===== src/rtl/tmds_encoder.sv =====
// -----------------------------------------------------------------------------
// tmds_encoder
//   DVI 1.0 TMDS 8b/10b encoder for a single colour channel.
//   Stage 1 applies transition minimisation to the pixel byte (producing q_m).
//   Stage 2 applies DC balancing against a running disparity, or emits a
//   control token while data enable is low. One 10-bit symbol per clock.
//
// Ports
//   i_clk    in   1   pixel clock
//   i_rstn   in   1   asynchronous active-low reset
//   i_de     in   1   data enable (1 = encode i_data, 0 = send control token)
//   i_c0     in   1   control bit 0 (HSYNC on the blue channel)
//   i_c1     in   1   control bit 1 (VSYNC on the blue channel)
//   i_data   in   8   pixel component, valid when i_de = 1
//   o_tmds   out  10  encoded symbol, bit 0 transmitted first
//   o_disp   out  5   signed running disparity after the current o_tmds symbol
// -----------------------------------------------------------------------------
module tmds_encoder #(
  parameter logic [9:0] CTL_TOK_00 = 10'b1101010100,
  parameter logic [9:0] CTL_TOK_01 = 10'b0010101011,
  parameter logic [9:0] CTL_TOK_10 = 10'b0101010100,
  parameter logic [9:0] CTL_TOK_11 = 10'b1010101011
) (
  input  logic              i_clk,
  input  logic              i_rstn,
  input  logic              i_de,
  input  logic              i_c0,
  input  logic              i_c1,
  input  logic [7:0]        i_data,
  output logic [9:0]        o_tmds,
  output logic signed [4:0] o_disp
);

  function automatic logic [3:0] popcount8(input logic [7:0] v);
    logic [3:0] sum;
    sum = '0;
    for (int i = 0; i < 8; i++) begin
      sum = sum + {3'b000, v[i]};
    end
    return sum;
  endfunction

  // ---------------------------------------------------------------------------
  // Stage 1: transition minimisation
  // ---------------------------------------------------------------------------
  logic [3:0] n1d;
  logic       use_xnor;
  logic [8:0] qm_s1_next;

  logic [8:0] qm_s1_reg;
  logic       de_s1_reg;
  logic       c0_s1_reg;
  logic       c1_s1_reg;

  assign n1d      = popcount8(i_data);
  assign use_xnor = (n1d > 4'd4) || ((n1d == 4'd4) && !i_data[0]);

  // The serial XOR/XNOR chain unrolls to a prefix parity of the data bits;
  // on the XNOR path each step adds one inversion, so odd bit positions end
  // up inverted relative to the XOR result.
  for (genvar gi = 0; gi < 8; gi++) begin : g_qm
    localparam logic ODD_POS = logic'(gi % 2);
    assign qm_s1_next[gi] = (^i_data[gi:0]) ^ (use_xnor & ODD_POS);
  end
  assign qm_s1_next[8] = ~use_xnor;

  always_ff @(posedge i_clk or negedge i_rstn) begin
    if (!i_rstn) begin
      qm_s1_reg <= '0;
      de_s1_reg <= 1'b0;
      c0_s1_reg <= 1'b0;
      c1_s1_reg <= 1'b0;
    end else begin
      qm_s1_reg <= qm_s1_next;
      de_s1_reg <= i_de;
      c0_s1_reg <= i_c0;
      c1_s1_reg <= i_c1;
    end
  end

  // ---------------------------------------------------------------------------
  // Stage 2: DC balance
  // ---------------------------------------------------------------------------
  logic [3:0]        n1;
  logic signed [4:0] diff_s;     // n1 - n0 = 2*n1 - 8
  logic              q8;
  logic [7:0]        qm;
  logic              cnt_pos;
  logic              cnt_neg;

  logic [9:0]        tmds_reg;
  logic [9:0]        tmds_next;
  logic signed [4:0] cnt_reg;
  logic signed [4:0] cnt_next;

  assign q8      = qm_s1_reg[8];
  assign qm      = qm_s1_reg[7:0];
  assign n1      = popcount8(qm);
  assign diff_s  = signed'(5'({n1, 1'b0}) - 5'd8);
  assign cnt_pos = !cnt_reg[4] && (cnt_reg != 5'sd0);
  assign cnt_neg = cnt_reg[4];

  always_comb begin
    tmds_next = tmds_reg;
    cnt_next  = cnt_reg;
    if (!de_s1_reg) begin
      case ({c1_s1_reg, c0_s1_reg})
        2'b00:   tmds_next = CTL_TOK_00;
        2'b01:   tmds_next = CTL_TOK_01;
        2'b10:   tmds_next = CTL_TOK_10;
        default: tmds_next = CTL_TOK_11;
      endcase
      cnt_next = 5'sd0;
    end else if ((cnt_reg == 5'sd0) || (n1 == 4'd4)) begin
      // No bias to correct: bit 9 simply mirrors the opposite of q_m[8].
      tmds_next = {~q8, q8, (q8 ? qm : ~qm)};
      cnt_next  = q8 ? (cnt_reg + diff_s) : (cnt_reg - diff_s);
    end else if ((cnt_pos && (n1 > 4'd4)) || (cnt_neg && (n1 < 4'd4))) begin
      // Symbol would push disparity further the same way: invert it.
      tmds_next = {1'b1, q8, ~qm};
      cnt_next  = cnt_reg + (q8 ? 5'sd2 : 5'sd0) - diff_s;
    end else begin
      tmds_next = {1'b0, q8, qm};
      cnt_next  = cnt_reg - (q8 ? 5'sd0 : 5'sd2) + diff_s;
    end
  end

  always_ff @(posedge i_clk or negedge i_rstn) begin
    if (!i_rstn) begin
      tmds_reg <= CTL_TOK_00;
      cnt_reg  <= 5'sd0;
    end else begin
      tmds_reg <= tmds_next;
      cnt_reg  <= cnt_next;
    end
  end

  assign o_tmds = tmds_reg;
  assign o_disp = cnt_reg;

endmodule


===== config.mk =====
export PLATFORM = sky130hd
export DESIGN_NAME = tmds_encoder
export DESIGN_NICKNAME = d
export VERILOG_FILES = /design/src/rtl/tmds_encoder.sv
export SDC_FILE = /design/constraint.sdc
export NUM_CORES = 1
export LEC_CHECK = 0
export ABC_AREA = 1
export CORE_MARGIN = 2
export CORE_UTILIZATION = 40
export CTS_BUF_LIST = sky130_fd_sc_hd__clkbuf_8
export CTS_CLUSTER_DIAMETER = 80
export DETAILED_ROUTE_END_ITERATION = 10
export PLACE_DENSITY_LB_ADDON = 0.2
export SETUP_SLACK_MARGIN = 0.1
export SYNTH_ARGS = -nofsm -noshare
export SYNTH_HDL_FRONTEND = slang
export SYNTH_SLANG_ARGS = --single-unit

===== constraint.sdc =====
create_clock -name i_clk -period 7.9 [get_ports i_clk]
set_input_delay 2.37 -clock i_clk [delete_from_list [all_inputs] [get_ports i_clk]]
set_output_delay 2.37 -clock i_clk [all_outputs]
set_load 0.005 [all_outputs]

### After elaboration in Yosys (flattened, before gate mapping)

Cells that the tools add are included.
Widths: inputs -> output; s select.

| cells by class | value |
|---|---|
| bitwise logic cells | 7 |
| mux-type cells | 11 |
| equal/unequal tests | 4 |
| reductions and logical operators | 19 |
| add/sub/neg operators | 21 |
| magnitude comparators | 3 |

Operators by type and width:

| kind | number |
|---|---|
| $add 4x1->4 | 8 |
| $mux 10 | 3 |
| $pmux 10 s3 | 1 |
| $mux 5 | 4 |
| $add 5x5->5 | 2 |
| $sub 5x5->5 | 2 |
| $add 3x1->4 | 2 |
| $eq 4x3->1 const B | 2 |
| $gt 4x3->1 const B | 2 |
| $mux 8 | 1 |
| $not 8->8 | 1 |
| $reduce_xor 8->1 | 1 |
| $reduce_xor 7->1 | 1 |
| $add 2x1->3 | 2 |
| $reduce_xor 6->1 | 1 |
| $add 5x3->5 | 1 |
| $logic_not 5->1 | 1 |
| $reduce_bool 5->1 | 1 |
| $reduce_xor 5->1 | 1 |
| $sub 5x3->5 | 1 |
| $sub 5x4->5 const B | 1 |
| $add 1x1->2 | 2 |
| $logic_and 1x1->1 | 4 |
| $lt 4x3->1 const B | 1 |
| 11 further kinds | 19 |

| storage, ports and cells | value |
|---|---|
| output and inout bits | 15 |
| bits of input ports | 13 |
| word-level logic and storage cells | 71 |
| flip-flop bits (word level) | 27 |

### Longest topological paths before layout

Gate-level depths: netlist of run 1.

| logic depth | value |
|---|---|
| depth in word-level cells | 13 |
| depth in mapped cells | 23 |
| mapped depth without buffers | 23 |

### Least setup slack after synthesis of run 1

No wires, ideal clock.

| timing path | value |
|---|---|
| path type | in2reg |
| start point | input port i_data[0] |
| end point | register qm_s1_reg[1] |
| data arrival time | 5.079 ns |
| setup time | 0.079 ns |
| path slack | 2.742 ns |
| buffers on the path | 0 |
| stages on the path | 12 |
| cell sequence | fa_1 -> inv_1 -> fa_1 -> fa_1 -> inv_1 -> ha_1 -> inv_1 -> fa_1 -> xor2_1 -> a31oi_1 -> nand2b_1 -> xor2_1 |

| between the ends | value |
|---|---|
| longest elaborated chain between the ends | 11 |

RTL lines:

| element | RTL line | text |
|---|---|---|
| start, declared | 29 | `input logic [7:0] i_data,` |
| parallel branches: the longest is 10 deep, another holds $add 3x1->4 | - |  |
| $xor 1x1->1 * | 63 | `assign qm_s1_next[gi] = (^i_data[gi:0]) ^ (use_xnor & ODD_POS);` |
| via qm_s1_next[1] | 48 | `logic [8:0] qm_s1_next;` |
| end signal, assigned | 74 | `qm_s1_reg <= qm_s1_next;` |
| end, declared | 50 | `logic [8:0] qm_s1_reg;` |

Mark *: on every way through the listed nets, which the timed path passes.

### Worst setup path in the final report of run 1

| timing path | value |
|---|---|
| start point | input port i_data[0] |
| end point | register qm_s1_reg[3] |

The elaborated chain is that of the path after synthesis.

==> flow_summary.ini, run 1 <==
[sta]
finalMaxSlewViolations = 0
setup_viol = 0
fin_crit_ps = 5550
finalHoldViolCount = 0
fin_ws_ps = 2350
finClkSkew_ps = 6.22
fin_tns_setup_ps = 0
rsz0062_at_grt = false
fin_crit_sh_pct = 70.2
tightestPinTransition_ps = 555
slew_headroom_pct = 62.6
max_freq_ghz = 0.180

[layout]
areaGrowthSynthToFinish_pct = 17.4
fillers = 584
drive_gt1_share_pct = 9.15
multi_input_comb_area_mm2 = 0.00144
largest_register_ffs = 10
nets = 368
diodes = 0
regArea_um2 = 657

[cts]
postCtsSetupBuffers = 0
clkLatencyLatePin_ps = 280
cts_root_buf = clkbuf_8
path_clk_slew_ps = 90
cts_sinks = 26
cts_buffer_depth = 2
cts_buffers = 3
htreeDepth = 1
cts_tree = built
ctsHoldBuffers = 0
postCtsResizedCells = 0

[yosys]
syn-num-nets = 338
synth_top_area_share_pct = 22.3
netlist_instances = 288
synth_area_mm2 = 0.00236
synth_flop_cell = dfrtp_1
yosys_warnings = 0
postSynthAreaPerCell_um2 = 8.20
yosysTopAreaCell = dfrtp_1
ys_seq_elements = 26
synthDistinctLibCells = 30
async_reset_ff_share_pct = 100
yosysSeqAreaShare_pct = 27.8
synthTopCellsByArea = dfrtp_1 (22%), ha_1 (13%), fa_1 (11%)
synth_edf_count = 0

[detailed_routing]
routedWlPerCell_um = 11.4
route.detailed.drc = 0
firstDrtPassIters = 4
wirelength_um = 4420
avgViaCountPerCell = 4.57
drtAntennaViolNets = 0
drt_iter0_markers = 86
vias = 1777

[min_path]
worstHoldPathCells = 3
min_path_type = flip-flop to flip-flop
hold_end = o_tmds[6]$_DFF_PN1_
worstHoldStart = qm_s1_reg[6]$_DFF_PN0_

[setup_path]
path_cells = clkdlybuf4s50_1 -> fa_1 -> inv_1 -> fa_1 -> fa_1 -> inv_1 -> ha_1 -> inv_1 -> fa_1 -> xor2_1 -> a31oi_1 -> nand2b_1 -> xor2_1
r2r_setup_slack_ps = 3460
cp.arrival_ps = 5750
worstPathMaxFanout = 4
worstReg2RegStart = qm_s1_reg[0]$_DFF_PN0_
critPathKind = primary input to flip-flop
r2r_cells = 23
cp_common_cell = fa_1
slowest_stage = fa_1
reg2reg_to = o_disp[4]$_DFF_PN0_
required_ps = 8110
startpoint_type = primary input
end_kind = flip-flop
slowest_delay_ps = 570

[global_route]
grt_use_total_pct = 14.8
overflow = 0
grt_pass1_vias = 1716
grt_max_degree = 27
grt_pass1_wl_um = 7630
antenna_found_initial = 0

[floorplan]
die_w_um = 80.8
coreArea_mm2 = 0.00561
start_util_pct = 42.1
io-pin-count = 28
rows = 27
die_h_um = 80.8
die-area_mm2 = 0.00653

[flow_run]
cap_violations = 0

[placement]
hpwl_um = 3750
pre_cts_slack_ps = 2050
place.gp.congestion = 0.833
numPortBuffers = 26

[status]
status = complete, no violations
synth_stat cells (all sizes together), types with 2 or more instances:
| cell type | n |
|---|---|
| nand2 | 74 |
| fa | 13 |
| inv | 66 |
| nand3 | 43 |
| a21oi | 4 |
| buf | 2 |
| xor2 | 10 |
| ha | 24 |
| xnor2 | 6 |
| dfstp | 5 |
| nor2 | 8 |
| o21ai | 7 |
| dfrtp | 21 |
worst max path at each step:
| stage | end | slack, ps | from | depth (start not counted) |
|---|---|---|---|---|
| after floorplan | qm_s1_reg[1]$_DFF_PN0_ | 2740 | i_data[0] | 12 |
| after global placement | qm_s1_reg[3]$_DFF_PN0_ | 2120 | i_data[0] | 13 |
| after detailed placement | qm_s1_reg[3]$_DFF_PN0_ | 2050 | i_data[0] | 13 |
| after CTS | qm_s1_reg[3]$_DFF_PN0_ | 2340 | i_data[0] | 13 |
| after global routing | qm_s1_reg[3]$_DFF_PN0_ | 2150 | i_data[0] | 13 |
| final | qm_s1_reg[3]$_DFF_PN0_ | 2350 | i_data[0] | 13 |
metrics by stage:
step	cell area (um^2)	utilization, %	hold slack, ps	cells
floorplan	2360	-	495	288
global placement	2700	48.1	565	385
detailed placement	2700	48.1	575	385
CTS	2770	49.4	589	389
global route	2770	49.4	635	389
finish	2770	49.4	583	389
logic make-up (layout without fill, tap and decap cells):
kind of cell,after synthesis,after routing,synth area share (%)
AO/OA/AOI/OAI,13,13,3.39
flip-flops,26,26,27.8
AND/OR/NAND/NOR,127,127,26.6
other,1,1,0.159
buffers and inverters,68,97,11.3
adder cells (fa/ha/maj),37,37,23.7
XOR/XNOR,16,16,7.05
metal layers:
metal / track usage [%] / vias to the layer above / wire length [um]
met4: 4.58 / 0 / 65
met1: 20.4 / 808 / 2110
met3: 0.667 / 5 / 120
met2: 25.2 / 33 / 2120
li1: - / 931 / -
met5: 0 / - / 0
area by class of cell:
class,instances,area share (%)
Clock buffer,3,1.49
Clock inverter,1,1.08
Inverter,66,8.94
Multi-Input combinational cell,194,51.9
Sequential cell,26,23.7
Tap cell,72,3.25
Timing Repair Buffer,27,9.66
critical path: cells and delay by family:
family	cells	cell delay, ps
buf+inv	4	670
xor+xnor	2	310
compound gates	1	180
simple gates	1	230
fa+ha+maj	5	2000
cell usage in the layout (no fill, tap or decap), drive strengths merged:
cell / netlist / routed
nand2: 74 / 74
xnor2: 6 / 6
or2: 1 / 1
o21ai: 7 / 7
dfstp: 5 / 5
clkbuf: 0 / 3
a21oi: 4 / 4
a31oi: 1 / 1
dfrtp: 21 / 21
inv: 66 / 66
nor2: 8 / 8
conb: 1 / 1
buf: 2 / 1
nand3: 43 / 43
nand2b: 1 / 1
fa: 13 / 13
bufinv: 0 / 1
o211ai: 1 / 1
clkdlybuf4s50: 0 / 26
xor2: 10 / 10
ha: 24 / 24
Power of run 1 is not shown: default switching activity piles up to over one toggle a cycle in this logic, so the estimate is an artifact.
==> run 2: changes to the inputs <==
Clock period 7.9 ns to 5.3 ns, I/O delays scaled along.
==> run 2 against run 1 <==
Net effect:
- design area stayed put
- global-route usage decreased by 0.14 points
- worst hold slack about the same
- sequential share of layout area unchanged
- core utilization stayed put
- via count up 0.28%
- non-clock buffer count unchanged
- highest routed layer unchanged
==> flow_summary.ini, run 2 (synthesized netlist as in run 1, its figures left out) <==
[status]
status = complete, no violations

[layout]
areaGrowthSynthToFinish_pct = 17.4
nets = 368
fillers = 575
drive_gt1_share_pct = 9.15
layout_common_cells = nand2_1 (65), inv_1 (64), nand3_1 (40), clkdlybuf4s50_1 (26), ha_1 (24)
diodes = 0
largest_register_ffs = 10
final_common_cell = nand2_1

[cts]
htreeDepth = 1
ctsHoldBuffers = 0
postCtsResizedCells = 0
cts_buffers = 3
postCtsSetupBuffers = 0
cts_tree = built
cts_buffer_depth = 2
cts_root_buf = clkbuf_8
cts_sinks = 26
clkLatencyLatePin_ps = 280
path_clk_slew_ps = 90

[sta]
max_freq_ghz = 0.210
tightestPinTransition_ps = 572
finalMaxSlewViolations = 0
slew_headroom_pct = 61.5
rsz0062_at_grt = false
finalHoldViolCount = 0
fin_tns_setup_ps = 0
finClkSkew_ps = 7.86
fin_crit_sh_pct = 89.8
setup_viol = 0
fin_crit_ps = 4760

[detailed_routing]
drtAntennaViolNets = 0
routedWlPerCell_um = 11.3
route.detailed.drc = 0
wirelength_um = 4400
vias = 1782
avgViaCountPerCell = 4.58
firstDrtPassIters = 4
drt_iter0_markers = 67

[setup_path]
required_ps = 5510
worstPathMaxFanout = 4
worstReg2RegStart = qm_s1_reg[0]$_DFF_PN0_
cp-startpoint = i_data[0]
startpoint_type = primary input
cp.arrival_ps = 4960
end_kind = flip-flop
critPathKind = primary input to flip-flop

[global_route]
antenna_found_initial = 0
grt_use_total_pct = 14.7
grt_pass1_vias = 1697
grt_pass1_wl_um = 7570
grt_max_degree = 27
overflow = 0

[floorplan]
die_w_um = 80.8
start_util_pct = 42.1
die_h_um = 80.8
coreArea_mm2 = 0.00561
io-pin-count = 28
rows = 27
die-area_mm2 = 0.00653

[placement]
place.gp.congestion = 0.833
hpwl_um = 3740
numPortBuffers = 26

[min_path]
worstHoldStart = qm_s1_reg[5]$_DFF_PN0_
min_path_type = flip-flop to flip-flop

[flow_run]
cap_violations = 0
==> run 2: cell counts in the layout (fill, tap and decap cells not counted) <==
No cell type changed its count.
==> run 2: through the flow <==
| stage | cells | hold WS, ps | instance area [um^2] | setup WS [ps] | utilization (%) |
|---|---|---|---|---|---|
| finish | 389 | 582 | 2770 | 543 | 49.4 |
| global route | 389 | 636 | 2770 | 331 | 49.4 |
| CTS | 389 | 586 | 2770 | 520 | 49.4 |
| detailed placement | 385 | 570 | 2700 | 226 | 48.1 |
| global placement | 385 | 565 | 2700 | 298 | 48.1 |
| floorplan | 288 | 495 | 2360 | 922 | - |
==> run 2: routing by layer <==
metal / share of wire [%] / GRT usage (%)
met3: 1.8 / 0.667
met2: 49 / 24.7
met1: 49 / 20.4
met4: 0.84 / 4.58
met5: 0 / 0
==> run 2: worst max-delay path, cell delays in order <==
cell             delay, ps
clkdlybuf4s50_1        500
fa_1                   570
inv_1                   50
fa_1                   490
fa_1                   400
inv_1                   70
ha_1                   150
inv_1                   50
fa_1                   380
xor2_1                 150
a31oi_1                180
nand2b_1               230
xor2_1                 150
==> run 2: worst paths after layout <==
kind                       cells after the start  slack [ps]                      to
setup / recovery                              13         540  qm_s1_reg[3]$_DFF_PN0_
hold / removal                                 3         580     o_tmds[5]$_DFF_PN0_
setup reg to reg                              23         880     o_disp[4]$_DFF_PN0_
hold reg to reg                                3         580     o_tmds[5]$_DFF_PN0_
max in group asynchronous                      2        3350     o_tmds[6]$_DFF_PN1_
min in group asynchronous                      2        1660     o_disp[4]$_DFF_PN0_
==> run 2: area by class of cell <==
type	count	area, um^2	area share [%]
Sequential cell	26	657	23.7
Clock inverter	1	30.0	1.08
Clock buffer	3	41.3	1.49
Multi-Input combinational cell	194	1440	51.9
Inverter	66	248	8.94
Timing Repair Buffer	27	268	9.66
Tap cell	72	90.1	3.25
Power of run 2 is left out for the same reason.
